==> config.mk <==
export PLATFORM = sky130hd
export DESIGN_NAME = intg_frame_feeder_flat
export DESIGN_NICKNAME = d
export VERILOG_FILES = /design/src/rtl/intg_pkg.sv /design/src/rtl/intg_frame_feeder_if.sv /design/src/rtl/intg_row_unpack.sv /design/src/rtl/intg_frame_feeder.sv /design/src/flat_wrapper.sv
export SDC_FILE = /design/constraint.sdc
export NUM_CORES = 1
export LEC_CHECK = 0
export CAP_MARGIN = 20
export CORE_AREA = 2 2 423 425
export CTS_BUF_LIST = sky130_fd_sc_hd__clkbuf_8
export DETAILED_ROUTE_END_ITERATION = 12
export DIE_AREA = 0 0 425 427
export PLACE_DENSITY = 0.32
export SLEW_MARGIN = 10
export SYNTH_ARGS = -nofsm -noshare
export SYNTH_HDL_FRONTEND = slang
export SYNTH_SLANG_ARGS = --single-unit
==> constraint.sdc <==
create_clock -name clk -period 2.72 [get_ports clk]
set_input_delay 0.68 -clock clk [delete_from_list [all_inputs] [get_ports clk]]
set_output_delay 0.68 -clock clk [all_outputs]
set_load 0.05 [all_outputs]
==> src/rtl/intg_pkg.sv <==
// Shared types and helpers for the integral-stream frame feeder.
package intg_pkg;

  // Default component width used by system-level users of lane_t.
  localparam int LANE_W = 32;

  // Four complex lanes, one component (real or imaginary) per array.
  typedef logic [3:0][LANE_W-1:0] lane_t;

  // Feeder sequencing: wait for start, issue reads, flush the read pipeline.
  typedef enum logic [1:0] {
    IDLE  = 2'd0,
    RUN   = 2'd1,
    DRAIN = 2'd2
  } intg_state_e;

  // Bit offset of lane k's real part inside a row word of w-bit components.
  // Lane k occupies [k*2w +: 2w]; real sits in the upper half.
  function automatic int lane_re_lsb(input int k, input int w);
    return k * 2 * w + w;
  endfunction

  // Bit offset of lane k's imaginary part (lower half of the lane).
  function automatic int lane_im_lsb(input int k, input int w);
    return k * 2 * w;
  endfunction

endpackage

==> src/rtl/intg_frame_feeder_if.sv <==
// Four-lane col1/col2 stream toward the integral block.
// Handshake: valid-only. A beat is transferred on every clock edge where
// valid is high; there is no ready and the sink must accept every beat.
// When valid is low, all lane data and both indices are zero.
interface intg_frame_feeder_if #(
  parameter int W      = 32,
  parameter int ADDR_W = 11
);
  logic                 valid;
  logic [3:0][W-1:0]    col1_r;
  logic [3:0][W-1:0]    col1_i;
  logic [3:0][W-1:0]    col2_r;
  logic [3:0][W-1:0]    col2_i;
  logic [ADDR_W-1:0]    index_col_1;
  logic [ADDR_W-1:0]    index_col_2;

  modport master (
    output valid, col1_r, col1_i, col2_r, col2_i, index_col_1, index_col_2
  );

  modport slave (
    input valid, col1_r, col1_i, col2_r, col2_i, index_col_1, index_col_2
  );
endinterface

==> src/rtl/intg_row_unpack.sv <==
// Splits one 8W-bit row word into real and imaginary lane arrays.
module intg_row_unpack
  import intg_pkg::*;
#(
  parameter int W = 32
) (
  input  logic [8*W-1:0]  row,
  output logic [3:0][W-1:0] re,
  output logic [3:0][W-1:0] im
);

  for (genvar k = 0; k < 4; k++) begin : g_lane
    localparam int RE_LSB = lane_re_lsb(k, W);
    localparam int IM_LSB = lane_im_lsb(k, W);
    assign re[k] = row[RE_LSB +: W];
    assign im[k] = row[IM_LSB +: W];
  end

endmodule

==> src/rtl/intg_frame_feeder.sv <==
// Reads one rfft frame from a synchronous-read bin buffer and replays it on
// the col1/col2 stream in the beat/index order the integral block expects.
// Pipeline: read address register -> buffer -> output register (2 edges).
module intg_frame_feeder
  import intg_pkg::*;
#(
  parameter  int IN_DATA_WIDTH = 32,
  parameter  int ROWS          = 2048,
  localparam int ADDR_W        = $clog2(ROWS)
) (
  input  logic                       clk,
  input  logic                       rst_n,
  input  logic                       start,
  output logic                       busy,
  output logic                       done,
  output logic                       rd_en_a,
  output logic [ADDR_W-1:0]          rd_addr_a,
  input  logic [8*IN_DATA_WIDTH-1:0] rd_data_a,
  output logic                       rd_en_b,
  output logic [ADDR_W-1:0]          rd_addr_b,
  input  logic [8*IN_DATA_WIDTH-1:0] rd_data_b,
  intg_frame_feeder_if.master        strm,
  output intg_state_e                state_dbg
);

  localparam int                HALF      = ROWS / 2;
  // Beats run 0..ROWS/2, so ROWS/2 is the final beat; it fits in ADDR_W bits.
  localparam logic [ADDR_W-1:0] LAST_BEAT = ADDR_W'(HALF);
  localparam logic [ADDR_W-1:0] ONE       = ADDR_W'(1);
  localparam logic [ADDR_W-1:0] TWO       = ADDR_W'(2);

  intg_state_e       state_q, state_d;
  logic [ADDR_W-1:0] beat_q, beat_d;
  logic              drain_q, drain_d;
  logic              issue, finish;

  logic [ADDR_W-1:0] pair_base;
  logic              col2_act;
  logic [ADDR_W-1:0] addr_a_d, addr_b_d;

  // Stage 2 tags travel alongside the buffer's read latency.
  logic              s2_v, s2_c2;
  logic [ADDR_W-1:0] s2_idx1, s2_idx2;

  logic [3:0][IN_DATA_WIDTH-1:0] a_re, a_im, b_re, b_im;

  logic                          valid_q;
  logic [3:0][IN_DATA_WIDTH-1:0] col1_r_q, col1_i_q, col2_r_q, col2_i_q;
  logic [ADDR_W-1:0]             idx1_q, idx2_q;

  // FSM state, current beat number and drain counter.
  always_ff @(posedge clk or negedge rst_n) begin
    if (!rst_n) begin
      state_q <= IDLE;
      beat_q  <= '0;
      drain_q <= 1'b0;
    end else begin
      state_q <= state_d;
      beat_q  <= beat_d;
      drain_q <= drain_d;
    end
  end

  // Next state; 'issue' means a read pair for beat_d goes out at this edge.
  always_comb begin
    state_d = state_q;
    beat_d  = beat_q;
    drain_d = drain_q;
    issue   = 1'b0;
    finish  = 1'b0;
    unique case (state_q)
      IDLE: begin
        if (start) begin
          state_d = RUN;
          beat_d  = '0;
          issue   = 1'b1;
        end
      end
      RUN: begin
        if (beat_q == LAST_BEAT) begin
          state_d = DRAIN;
          drain_d = 1'b0;
        end else begin
          beat_d = beat_q + ONE;
          issue  = 1'b1;
        end
      end
      DRAIN: begin
        if (drain_q) begin
          state_d = IDLE;
          finish  = 1'b1;
        end else begin
          drain_d = 1'b1;
        end
      end
      default: state_d = IDLE;
    endcase
  end

  // Row addresses for beat_d: beats 0/1 carry rows 0/1 on col1 only,
  // later beats carry the pair (2(k-1), 2(k-1)+1).
  always_comb begin
    pair_base = (beat_d - ONE) << 1;
    col2_act  = (beat_d >= TWO);
    addr_a_d  = col2_act ? pair_base : beat_d;
    addr_b_d  = col2_act ? (pair_base | ONE) : '0;
  end

  // Read-request register, stage-2 tags and busy/done flags.
  always_ff @(posedge clk or negedge rst_n) begin
    if (!rst_n) begin
      rd_en_a   <= 1'b0;
      rd_addr_a <= '0;
      rd_en_b   <= 1'b0;
      rd_addr_b <= '0;
      s2_v      <= 1'b0;
      s2_c2     <= 1'b0;
      s2_idx1   <= '0;
      s2_idx2   <= '0;
      busy      <= 1'b0;
      done      <= 1'b0;
    end else begin
      rd_en_a   <= issue;
      rd_addr_a <= issue ? addr_a_d : '0;
      rd_en_b   <= issue & col2_act;
      rd_addr_b <= (issue & col2_act) ? addr_b_d : '0;
      s2_v      <= rd_en_a;
      s2_c2     <= rd_en_b;
      s2_idx1   <= rd_addr_a;
      s2_idx2   <= rd_addr_b;
      busy      <= (busy | (state_q == IDLE && start)) & ~finish;
      done      <= finish;
    end
  end

  intg_row_unpack #(.W(IN_DATA_WIDTH)) u_unpack_a (
    .row (rd_data_a),
    .re  (a_re),
    .im  (a_im)
  );

  intg_row_unpack #(.W(IN_DATA_WIDTH)) u_unpack_b (
    .row (rd_data_b),
    .re  (b_re),
    .im  (b_im)
  );

  // Output register; lanes are zeroed whenever their column is inactive.
  always_ff @(posedge clk or negedge rst_n) begin
    if (!rst_n) begin
      valid_q  <= 1'b0;
      col1_r_q <= '0;
      col1_i_q <= '0;
      col2_r_q <= '0;
      col2_i_q <= '0;
      idx1_q   <= '0;
      idx2_q   <= '0;
    end else begin
      valid_q  <= s2_v;
      col1_r_q <= s2_v  ? a_re : '0;
      col1_i_q <= s2_v  ? a_im : '0;
      col2_r_q <= s2_c2 ? b_re : '0;
      col2_i_q <= s2_c2 ? b_im : '0;
      idx1_q   <= s2_v  ? s2_idx1 : '0;
      idx2_q   <= s2_c2 ? s2_idx2 : '0;
    end
  end

  assign strm.valid       = valid_q;
  assign strm.col1_r      = col1_r_q;
  assign strm.col1_i      = col1_i_q;
  assign strm.col2_r      = col2_r_q;
  assign strm.col2_i      = col2_i_q;
  assign strm.index_col_1 = idx1_q;
  assign strm.index_col_2 = idx2_q;
  assign state_dbg        = state_q;

endmodule

==> src/flat_wrapper.sv <==
// flat-port wrapper written by rule: the top's interface ports become plain ports
module intg_frame_feeder_flat import intg_pkg::*;
#(
  parameter  int IN_DATA_WIDTH = 32,
  parameter  int ROWS          = 2048,
  localparam int ADDR_W        = $clog2(ROWS)
)
  (clk, rst_n, start, busy, done, rd_en_a, rd_addr_a, rd_data_a, rd_en_b, rd_addr_b, rd_data_b, state_dbg, strm_valid, strm_col1_r, strm_col1_i, strm_col2_r, strm_col2_i, strm_index_col_1, strm_index_col_2);
  intg_frame_feeder_if #(.W((32)), .ADDR_W((11))) strm_i ();
  input  logic clk;
  input  logic rst_n;
  input  logic start;
  output logic busy;
  output logic done;
  output logic rd_en_a;
  output logic [ADDR_W-1:0] rd_addr_a;
  input  logic [8*IN_DATA_WIDTH-1:0] rd_data_a;
  output logic rd_en_b;
  output logic [ADDR_W-1:0] rd_addr_b;
  input  logic [8*IN_DATA_WIDTH-1:0] rd_data_b;
  output intg_state_e state_dbg;
  output wire logic [$bits(strm_i.valid)-1:0] strm_valid;
  output wire logic [$bits(strm_i.col1_r)-1:0] strm_col1_r;
  output wire logic [$bits(strm_i.col1_i)-1:0] strm_col1_i;
  output wire logic [$bits(strm_i.col2_r)-1:0] strm_col2_r;
  output wire logic [$bits(strm_i.col2_i)-1:0] strm_col2_i;
  output wire logic [$bits(strm_i.index_col_1)-1:0] strm_index_col_1;
  output wire logic [$bits(strm_i.index_col_2)-1:0] strm_index_col_2;
  assign strm_valid = strm_i.valid;
  assign strm_col1_r = strm_i.col1_r;
  assign strm_col1_i = strm_i.col1_i;
  assign strm_col2_r = strm_i.col2_r;
  assign strm_col2_i = strm_i.col2_i;
  assign strm_index_col_1 = strm_i.index_col_1;
  assign strm_index_col_2 = strm_i.index_col_2;
  intg_frame_feeder #(.IN_DATA_WIDTH(IN_DATA_WIDTH), .ROWS(ROWS)) u_core (.clk(clk), .rst_n(rst_n), .start(start), .busy(busy), .done(done), .rd_en_a(rd_en_a), .rd_addr_a(rd_addr_a), .rd_data_a(rd_data_a), .rd_en_b(rd_en_b), .rd_addr_b(rd_addr_b), .rd_data_b(rd_data_b), .strm(strm_i), .state_dbg(state_dbg));
endmodule
# Word level (Yosys, flattened, before mapping)
# Cells that the tools add are included.
# totals
out_inout_bits,563
input_bits,515
elab_cells,74
register_bits,599
# op_classes
n_lt_le_gt_ge,1
n_bitwise,4
n_eq_ne,6
n_reduce_logical,5
mux,24
add_sub_neg,2
# ops
cell,n
128-bit 2-to-1 mux,4
11-bit 2-to-1 mux,8
11-bit case mux with 2 select lines,1
11-bit by 1-bit adder with 11-bit output (second input constant),1
11-bit equality test (second input constant),1
11-bit by 2-bit >= comparator with 1-bit output (second input constant),1
10-bit by 1-bit subtractor with 10-bit output (second input constant),1
2-bit 2-to-1 mux,3
2-bit case mux with 3 select lines,1
1-bit 2-to-1 mux,5
2-bit by 1-bit != test with 1-bit output (second input constant),2
1-bit case mux with 2 select lines,2
3-bit AND reduction,1
1-bit bitwise AND,2
2-bit by 1-bit equality test with 1-bit output (second input constant),1
2-bit equality test (second input constant),1
2-bit logical NOT,1
2-bit != test (second input constant),1
2-bit AND reduction,1
2-bit nonzero test,1
1-bit logical AND,1
1-bit inverter,1
1-bit OR,1

# Depth between registers and ports, before layout
# logic_depth
ltp_word,6
depth_mapped,11

# Cells and area by module
# From an unflattened synthesis, not the netlist that was laid out.
# hier_totals
cells_unflattened,1844
hier_area_um2,23278.6
# by_module_without_submodules
mod,instances,seq_area_each_um2,area_each_um2,cells_per_inst
intg_frame_feeder,1,14939.3,19434.9,1332
intg_row_unpack,2,0.0,1921.8,256

# Worst setup path before layout
# OpenSTA, ideal clock, no wires.
# synth_timing
kind,register to register
from,"reg u_core.state_q[0], in the netlist u_core.state_dbg[0]"
to,reg u_core.rd_addr_a[6]
n_path_buf,2
t_required_ns,2.589
arrival_ns,2.844
setup_slack_ns,-0.255
path_stages_with_launch,11
cell_sequence,dfrtp_1 nand2b_2 buf_2 a31oi_1 mux2_2 ha_1 and4b_1 nand3b_1 o31ai_4 buf_6 a21oi_1
# synth_between
elab_chain_cells,5
elab_cells_between_ends,8
# synth_rtl
item,line,source
"start, declared",intg_frame_feeder.sv:32,"intg_state_e state_q, state_d;"
"start signal, assigned",intg_frame_feeder.sv:58,state_q <= state_d;
2-bit by 1-bit equality test with 1-bit output / 2-bit logical NOT (equally long branches),intg_frame_feeder.sv:71,unique case (state_q)
11-bit case mux with 2 select lines (*),intg_frame_feeder.sv:71,
net u_core.beat_d[1],intg_frame_feeder.sv:33,"logic [ADDR_W-1:0] beat_q, beat_d;"
10-bit by 1-bit subtractor with 10-bit output / 11-bit by 2-bit >= comparator with 1-bit output (equally long branches),"intg_frame_feeder.sv:103, intg_frame_feeder.sv:104",
11-bit 2-to-1 mux (*),intg_frame_feeder.sv:105,addr_a_d = col2_act ? pair_base : beat_d;
11-bit 2-to-1 mux (*),intg_frame_feeder.sv:124,rd_addr_a <= issue ? addr_a_d : '0;
"end signal, assigned",intg_frame_feeder.sv:124,
"end, declared",intg_frame_feeder.sv:17,"output logic [ADDR_W-1:0] rd_addr_a,"
# The timed path passes the listed nets; every way through them passes the cells marked *.
# A chain may end at the register's enable or synchronous reset.

# Worst setup path after layout
# layout_timing
from,reg u_core.beat_q[2]
to,reg u_core.rd_addr_a[0]
# layout_between
elab_chain_cells,6
elab_cells_between_ends,10
# layout_rtl
item,line,source
"start, declared",intg_frame_feeder.sv:33,
"start signal, assigned",intg_frame_feeder.sv:59,beat_q <= beat_d;
11-bit equality test,intg_frame_feeder.sv:80,if (beat_q == LAST_BEAT) begin
11-bit 2-to-1 mux,intg_frame_feeder.sv:80,
11-bit case mux with 2 select lines,intg_frame_feeder.sv:71,
net u_core.beat_d[1],intg_frame_feeder.sv:33,
11-bit by 2-bit >= comparator with 1-bit output,intg_frame_feeder.sv:104,col2_act = (beat_d >= TWO);
11-bit 2-to-1 mux,intg_frame_feeder.sv:105,
11-bit 2-to-1 mux,intg_frame_feeder.sv:124,
# The timed path passes the listed nets, and every way through them passes these cells.

==> key figures <==
Final layout
  – Fillers: 19500
  – Number of nets in the layout: between 3000 and 4000
  – Multi-input logic area: around 4200 um^2
  – P&R area growth vs syn: 82.8%
  – Post-Layout Cell Count: roughly 5000
  – Share of layout cells above drive strength 1: a little over a tenth
  – FF+latch area: 14900 um^2

Logic synthesis
  – Synth warn: 0
  – Synth Register Bits: slightly below 600
  – Cell taking the most area after synthesis: dfrtp_1
  – Syn_area_per_cell: 14.6 um^2
  – Post-synthesis cell count: 1330
  – Syn Nets: 1849
  – Number of synthesized flops with an enable pin: 0
  – Sequential area share after synthesis: between 70% and 80%
  – Library cells used by synthesis: between 50 and 60
  – Synth Flop Type: dfrtp_1
  – Synth top area share: 76.7%
  – Synth top area cells: dfrtp_1 (77%), and2_1 (17%), clkbuf_1 (1.1%)
  – Async set or reset register ratio after synthesis: 100%
  – Synth Cell Area: between 15000 and 20000 um^2

Critical path
  – Crit path DAT: 3320 ps
  – Worst EP required: around 3500 ps
  – Worst Path Max Fanout: 5
  – Reg2reg setup slack: 120 ps
  – Critical Path Sink Type: flip-flop
  – CP Launch Type: flip-flop
  – Crit path kind: flip-flop to flip-flop

Pwr
  – Static Leak: between 15 and 20 nW
  – VDD IR-drop max: roughly 0.44 mV
  – Pwr per Cell Area: roughly 1100 nW/um^2

STA
  – Final setup fails: 0
  – Final-report max-slew violation count: 0
  – Fin Clk Skew: 71.1 ps
  – Crit share post-route: between 90% and 100%
  – Final Hold Vio Count: 0
  – Fin Setup TNS: 0 ps
  – Slew at the pin with the worst max-slew slack: 756 ps
  – Fmax: 385 MHz
  – Final WS setup: 123 ps
  – Max transition margin: between 40 and 50%
  – Final min period: roughly 2600 ps
  – RSZ-0062 raised after global routing: no

Route
  – Post-DRT Antenna Nets: 0
  – Drt wl/cell: 22.8 um
  – Initial DRT Pass Iterations: 4
  – Drc violations: 0
  – Vias per cell: 2.93
  – Initial DRC count: 570
  – Total Wirelength: about 110000 um
  – Vias: roughly 15000

GRT
  – Initial antenna violation count: 58
  – Vias in the first global route: between 15000 and 20000
  – Met3 Usage GRT: 5.14%
  – Grt ovf: 0
  – Largest net degree at the start of global routing: between 80 and 90
  – Busiest layer in global routing: met2
  – Global-route wire length before repair: between 100000 and 150000 um
  – Gr usage total: 12.1%
  – Grt met1 use: between 10 and 15%
  – Met2 Usage GRT: roughly 20%

Floorplanning
  – Die Wd: between 400 and 500 um
  – Std cell rows: roughly 160
  – Die ar.: around 180000 um^2
  – Core area: 177000 um^2
  – Initial core utilization: 11.0%
  – I/O pin cnt: about 1100
  – Die Ht: roughly 430 um

Placed design
  – Placed Cells: about 4800
  – Pre-CTS setup slack: -447 ps
  – PortBufs: between 1000 and 1500
  – GPL Wtd Cong: between 0.8 and 0.9
  – Dpl hpwl: around 92000 um

Worst hold path
  – Worst min path class: flip-flop to flip-flop

Clocking
  – CTS root buf: clkbuf_8
  – Clock net sink count: between 500 and 600
  – TritonCTS Buffers: ~120
  – H-tree levels: 3
  – Clock-pin slew on the worst setup and hold paths: ~60 ps
  – Worst skew pair latency: ~860 ps
  – CTS tree: done
  – CTS Buffer Depth: 3

Run
  – Number of max-cap violations: 0

Outcome
  – Status: finished, final reports clean
==> state kept, by name, summed over array words and instances (netlist names), 2 cells and up <==
register / count
u_core.beat_q: 11
u_core.strm.col1_r: 128
u_core.strm.col1_i: 128
u_core.strm.col2_i: 128
u_core.state_dbg: 2
u_core.rd_addr_b: 11
u_core.rd_addr_a: 11
u_core.strm.index_col_1: 11
u_core.strm.col2_r: 128
u_core.strm.index_col_2: 11
u_core.s2_idx2: 11
u_core.s2_idx1: 11
==> timing repair <==
item,CTS,global route
gates resized for setup,564,1
hold buffers,1,0
endpoints found under the hold margin,16,0
endpoints found under the setup margin,560,2
pin swaps,0,2
setup buffers,0,2
==> kinds of logic after synthesis <==
kind of cell | synth area share (%)
adder cells (fa/ha/maj) | 0.257
AO/OA/AOI/OAI | 1.67
AND/OR/NAND/NOR | 19.4
flip-flops | 76.7
multiplexers | 0.225
buffers and inverters | 1.59
XOR/XNOR | 0.135
==> per-stage QoR <==
| step | hold slack (ps) | total power [W] | area, um^2 | utilization [%] |
|---|---|---|---|---|
| finish | 369 | 0.0378 | 35600 | 20.1 |
| global route | 277 | 0.0398 | 35500 | 20.0 |
| CTS | 225 | 0.0387 | 35500 | 20.0 |
| detailed placement | 370 | 0.0299 | 33600 | 19.0 |
| global placement | 369 | 0.0300 | 33600 | 19.0 |
| floorplan | 384 | 0.0218 | 19500 | - |
==> layer usage <==
metal | vias to the layer above | routed length (um)
met2 | 697 | 55700
met3 | 189 | 11200
met4 | 2 | 2590
met1 | 7179 | 44600
met5 | - | 13
li1 | 6600 | -
==> final timing paths <==
kind                                               start                          endpoint  depth (start not counted)
max in group asynchronous                          rst_n  u_core.strm.col1_i[88]$_DFF_PN0_                          3
setup / recovery              u_core.beat_q[2]$_DFF_PN0_     u_core.rd_addr_a[0]$_DFF_PN0_                          9
setup reg to reg              u_core.beat_q[2]$_DFF_PN0_     u_core.rd_addr_a[0]$_DFF_PN0_                          9
min in group asynchronous                          rst_n             u_core.done$_DFF_PN0_                          2
hold / removal             u_core.rd_addr_b[2]$_DFF_PN0_       u_core.s2_idx2[2]$_DFF_PN0_                          0
hold reg to reg            u_core.rd_addr_b[2]$_DFF_PN0_       u_core.s2_idx2[2]$_DFF_PN0_                          0
==> cells in the mapped netlist, drive strengths merged, types with 4 or more instances <==
| master | count |
|---|---|
| and2 | 533 |
| inv | 12 |
| o31ai | 6 |
| clkbuf | 58 |
| nand2 | 6 |
| ha | 4 |
| o21ai | 9 |
| a21oi | 15 |
| nand2b | 5 |
| nor2 | 14 |
| nor3 | 5 |
| buf | 7 |
| dfrtp | 597 |
| nand4 | 6 |
| nand3 | 9 |
==> placed cells by master, fill, tap and decap left out, types with 4 or more instances in the layout <==
cell type        instances
dfrtp_1                593
buf_12                  14
inv_1                   48
nand3_1                  8
clkdlybuf4s50_1        513
a21oi_1                 15
clkbuf_8               158
clkinv_2                12
o31ai_1                  5
nor2_1                  14
diode_2                 24
nand2_1                  6
o21ai_0                  9
and2_1                 533
nand4_1                  4
ha_1                     4
buf_4                   62
dlygate4sd2_1          554
nand2b_1                 4
==> final cells by class <==
cell class,instances,area share [%]
Antenna cell,24,0.169
Sequential cell,597,42.0
Tap cell,2355,8.28
Timing Repair Buffer,1149,30.3
Clock inverter,59,1.02
Multi-Input combinational cell,656,11.9
Inverter,12,0.127
Clock buffer,158,6.11
==> critical path: stages, from the launching register on <==
cell	delay, ps
dfrtp_1	400
nor4b_4	480
a31oi_4	140
mux2_2	320
ha_1	180
and4b_1	280
nand3b_1	160
nor3_2	220
buf_4	160
nor3b_1	170
==> power by group <==
part	total (W)	internal, W	switching (W)
sequential	0.0119	0.0110	0.000883
combinational	0.0162	0.00447	0.0117
clock	0.00975	0.00538	0.00437
total	0.0378	0.0208	0.0169
(Power assumes the default switching activity.)
